### src/rtl/nibble_serial_addsub_ctrl.sv
// WIDTH-bit add/subtract computed one nibble per clock through a single 4-bit slice.
// Optional `ADDSUB_ZERO_FLAG_EN adds a registered zero-result flag output.
module nibble_serial_addsub_ctrl #(
    parameter  int NIBBLES = 4,
    localparam int WIDTH   = 4 * NIBBLES
) (
    input  logic             clk,
    input  logic             rst,
    input  logic             in_valid,
    output logic             in_ready,
    input  logic [WIDTH-1:0] op_a,
    input  logic [WIDTH-1:0] op_b,
    input  logic             op_m,
    output logic             out_valid,
    input  logic             out_ready,
    output logic [WIDTH-1:0] result,
    output logic             cout,
`ifdef ADDSUB_ZERO_FLAG_EN
    output logic             zero,
`endif
    output logic             overflow
);

    // state | meaning
    // IDLE  | waiting for an operand set, in_ready high
    // RUN   | one nibble per cycle through the slice, LSB first
    // DONE  | result held with out_valid high until out_ready
    typedef enum logic [1:0] {
        IDLE = 2'd0,
        RUN  = 2'd1,
        DONE = 2'd2
    } state_t;

    state_t             r_state;
    state_t             w_state_nxt;
    logic [WIDTH-1:0]   r_a;
    logic [WIDTH-1:0]   r_b;
    logic               r_m;
    logic               r_carry;
    logic [3:0]         r_cnt;
    logic [WIDTH-1:0]   r_result;
    logic               r_cout;
    logic               r_ovf;

    logic [5:0]         w_idx;
    logic [3:0]         w_a_nib;
    logic [3:0]         w_b_x;
    logic [4:0]         w_sum;
    logic               w_last;
    logic               w_accept;

    assign w_idx    = {r_cnt, 2'b00};
    assign w_a_nib  = r_a[w_idx +: 4];
    assign w_b_x    = r_b[w_idx +: 4] ^ {4{r_m}};
    assign w_sum    = {1'b0, w_a_nib} + {1'b0, w_b_x} + {4'b0000, r_carry};
    assign w_last   = (r_cnt == 4'(NIBBLES - 1));
    assign w_accept = (r_state == IDLE) && in_valid;

    always_ff @(posedge clk) begin
        if (rst) begin
            r_state <= IDLE;
        end else begin
            r_state <= w_state_nxt;
        end
    end

    always_comb begin
        w_state_nxt = r_state;
        in_ready    = 1'b0;
        out_valid   = 1'b0;
        case (r_state)
            IDLE: begin
                in_ready = 1'b1;
                if (in_valid) begin
                    w_state_nxt = RUN;
                end
            end
            RUN: begin
                if (w_last) begin
                    w_state_nxt = DONE;
                end
            end
            DONE: begin
                out_valid = 1'b1;
                if (out_ready) begin
                    w_state_nxt = IDLE;
                end
            end
            default: w_state_nxt = IDLE;
        endcase
    end

    always_ff @(posedge clk) begin
        if (rst) begin
            r_a      <= '0;
            r_b      <= '0;
            r_m      <= 1'b0;
            r_carry  <= 1'b0;
            r_cnt    <= '0;
            r_result <= '0;
            r_cout   <= 1'b0;
            r_ovf    <= 1'b0;
        end else if (w_accept) begin
            // subtract is A + ~B + 1, so the mode bit seeds the carry
            r_a     <= op_a;
            r_b     <= op_b;
            r_m     <= op_m;
            r_carry <= op_m;
            r_cnt   <= '0;
        end else if (r_state == RUN) begin
            r_result[w_idx +: 4] <= w_sum[3:0];
            r_carry              <= w_sum[4];
            r_cnt                <= r_cnt + 4'd1;
            if (w_last) begin
                r_cout <= w_sum[4];
                r_ovf  <= (w_a_nib[3] == w_b_x[3]) && (w_sum[3] != w_a_nib[3]);
            end
        end
    end

`ifdef ADDSUB_ZERO_FLAG_EN
    logic r_nz;
    logic r_zero;
    logic w_nz_nxt;

    assign w_nz_nxt = r_nz | (w_sum[3:0] != 4'h0);

    // sticky "any nonzero nibble" collapses into the zero flag on the last nibble
    always_ff @(posedge clk) begin
        if (rst) begin
            r_nz   <= 1'b0;
            r_zero <= 1'b0;
        end else if (w_accept) begin
            r_nz <= 1'b0;
        end else if (r_state == RUN) begin
            r_nz <= w_nz_nxt;
            if (w_last) begin
                r_zero <= ~w_nz_nxt;
            end
        end
    end

    assign zero = r_zero;
`endif

    assign result   = r_result;
    assign cout     = r_cout;
    assign overflow = r_ovf;

endmodule

### config.mk
export PLATFORM = sky130hd
export DESIGN_NAME = nibble_serial_addsub_ctrl
export DESIGN_NICKNAME = d
export VERILOG_FILES = /design/src/rtl/nibble_serial_addsub_ctrl.sv
export SDC_FILE = /design/constraint.sdc
export NUM_CORES = 1
export LEC_CHECK = 0
export CAP_MARGIN = 20
export CORE_UTILIZATION = 45
export DETAILED_ROUTE_END_ITERATION = 12
export PLACE_DENSITY = 0.75
export SLEW_MARGIN = 30
export SYNTH_ARGS = -nofsm -noshare
export SYNTH_HDL_FRONTEND = slang
export SYNTH_SLANG_ARGS = --single-unit
### constraint.sdc
create_clock -name clk -period 2.7 [get_ports clk]
set_clock_uncertainty 0.1 [all_clocks]
set_input_delay 0.54 -clock clk [delete_from_list [all_inputs] [get_ports clk]]
set_output_delay 0.54 -clock clk [all_outputs]
set_load 0.01 [all_outputs]
==> metrics.csv <==
metric;value;unit
peak supply drop;0.000430;V
initial antenna violation count;0;
remaining antenna violation count after routing;0;
DP Wirelength;4.41;mm
WP data required;2.81;ns
Clk pin slew, worst setup/hold paths;0.07;ns
grt total ovfl;0;
reg2reg setup slack;0.05;ns
worst skew pair latency;0.35;ns
sequential area share after synthesis;42.8;%
Global Route met3 Usage;7.54;%
Worst Path Arrival;2.76;ns
CTS Buf Count;9;
HP Class;reg2reg;
row cnt;27;
die width;79.6;µm
Port Buffers;56;
Setup TNS;0;ns
die height;79.6;µm
CP endpoint;cout;
slowest stage cell, crit path;mux4_2;
Slew HR;42.9;%
layout cells sized above 1;16.5;%
area delta synth->final;36.4;%
Synth Register Bits;58;
Final Util;65.5;%
GR Util met2;33.1;%
Max Slew Vio Count;0;
Crit path largest cell delay;0.49;ns
met1 Usage GRT;27.1;%
root buf cell;clkbuf_8;
delay-heaviest family, CP;multiplexers;
final-stage net count;420;
Mapped Area;0.00271;mm²
diode count;0;
Syn Area/Cell;8.63;µm²
total core area;0.00564;mm²
register area;0.00116;mm²
DR pass1 iterations;4;
post-synth cell types;41;
DR vias/cell;5.27;
Critical Path Stages;11;
crit end category;register;
Critical R2R Capture;cout;
synth warn;0;
GRT Total Usage;21.4;%
Iter 0 DRT Violations;128;
Worst Tran Pin Value;0.853;ns
Post-Syn Nets;358;
Setup crit start kind;register;
Post-route DRC;0;
CP Launch Point;r_cnt[0];
via count;2386;
Leak;1.46;nW
WL per Instance;13.9;µm
vias in the first global route;2185;
# fillers;461;
fmax;0.377;GHz
Final Power;0.00214;W
Post-Layout Cell Count;453;
max_cap viols;0;
Placed Cells incl. Taps;434;
Multi-input gate area;0.00150;mm²
RD Place Congestion;0.914;
Final WS setup;0.0500;ns
Post-synth EDFFs;0;
Setup WS pre-CTS;-0.0877;ns
CTS tree;done;
status;complete, no violations;
GRT busiest layer;met2;
num ports;57;
cts-stage hold buffer count;0;
most frequent cells in the layout;nand2_1, dfxtp_1, clkdlybuf4s50_1;
CP Class;reg2reg;
Crit Reg-Reg Startpoint;r_cnt[0];
Tcrit/Tclk final;98.1;%
die area;0.00634;mm²
ys async rst share;0;%
min Tclk post-route;2.65;ns
Synth Instances;314;
leading cell type in the layout, fill and taps excluded;nand2_1;
Final setup viols;0;
reg2reg path depth;11;
CP max FO;4;
largest net degree at the start of global routing;39;
Pwr Density;578;mW/mm²
H-tree level count;3;
sequence of cells on the critical path;buf_6 > buf_12 > mux4_2 > nand2_2 > fa_2 > inv_1 > fa_2 > a21o_1 > a21o_1 > mux2i_1 > nor2_1;
ys flop type;dfxtp_1;
first-pass GRT wire length;10.2;mm
post-detailed-routing wire length;6.29;mm
Sink Count;58;
Hold Vio Cnt, Final;0;
Initial Util;48.0;%
CP Buf/Inv Count;3;
Clock Path Buffers;2;
[layout make-up]
cell class	count	area share, %
multi-input cells	227	40.5
repair buffers	73	18.9
inverters	7	0.711
clock inverters	6	2.17
flip-flops and latches	58	31.5
well taps	72	2.44
clock buffers	10	3.72
[registers in the layout, summed over array words and instances, names as in the netlist]
register / flops
r_cnt: 4
overflow: 1
r_b: 16
cout: 1
result: 16
r_state: 2
r_m: 1
r_carry: 1
r_a: 16
[timing repair]
action,in CTS,in global routing
gates resized for setup,7,15
endpoints found under the hold margin,0,0
buffers inserted,0,3
setup endpoints to repair,10,14
pin swaps,2,2
[cell families (layout without fill, tap and decap cells)]
group,after synthesis,after routing,synth area share (%)
compound gates,64,64,13.5
xor+xnor,9,9,2.91
fa+ha+maj,7,7,3.79
buf+inv,29,96,4.76
flops,58,58,42.8
mux,15,15,9.83
simple gates,132,132,22.4
[power breakdown]
| group | internal, W | switching [W] |
|---|---|---|
| logic | 0.000174 | 0.000158 |
| registers | 0.000893 | 0.0000236 |
| clock network | 0.000538 | 0.000350 |
| total | 0.00160 | 0.000531 |
[synthesized netlist by cell type (3+ instances only)]
| library cell | count | share of area [%] |
|---|---|---|
| nand2_1 | 77 | 11 |
| dfxtp_1 | 58 | 43 |
| a21oi_1 | 36 | 6.6 |
| o21ai_0 | 13 | 2.4 |
| nor2_1 | 11 | 1.5 |
| buf_2 | 9 | 1.7 |
| clkbuf_1 | 9 | 1.2 |
| nor2b_1 | 9 | 2.1 |
| nor3_1 | 9 | 1.7 |
| inv_1 | 7 | 0.97 |
| mux2i_1 | 6 | 2.2 |
| xnor2_1 | 6 | 1.9 |
| ha_1 | 5 | 2.3 |
| and2_1 | 4 | 0.92 |
| mux4_1 | 4 | 3.9 |
| mux4_2 | 4 | 3.3 |
| nand3_1 | 4 | 0.74 |
| o41ai_1 | 4 | 1.3 |
| or3_1 | 4 | 0.92 |
| or2_2 | 3 | 0.69 |
| xor2_1 | 3 | 0.97 |
[metal layers]
layer,share of wire [%],up-vias,routed length (µm)
met5,0,-,0
met1,45,1108,2850
li1,-,1203,-
met3,5.1,10,322
met2,48,65,3010
met4,1.7,0,105
[worst min-delay path, delay by kind of cell, from the launching register on]
| family | cells | cell delay [ns] |
|---|---|---|
| flip-flops | 1 | 0.31 |
| AND/OR/NAND/NOR | 1 | 0.05 |
| AO/OA/AOI/OAI | 1 | 0.05 |
[stage by stage]
stage / cell area [µm²] / hold slack, ns
after floorplan: 2710 / 0.332
after global placement: 3360 / 0.339
after detailed placement: 3360 / 0.345
after CTS: 3610 / 0.354
after global routing: 3700 / 0.371
final: 3700 / 0.354
[worst min-delay path by stage]
stage            start  endpoint  slack [ns]  cells after the start
6_report        r_a[6]    r_a[6]        0.35                      2
5_1_grt        r_a[15]   r_a[15]        0.37                      2
4_1_cts        r_b[12]   r_b[12]        0.35                      2
3_5_place_dp   r_b[12]   r_b[12]        0.35                      2
3_3_place_gp    r_b[3]    r_b[3]        0.34                      2
2_1_floorplan   r_b[4]    r_b[4]        0.33                      2
Power figures use the tool's default switching activity.
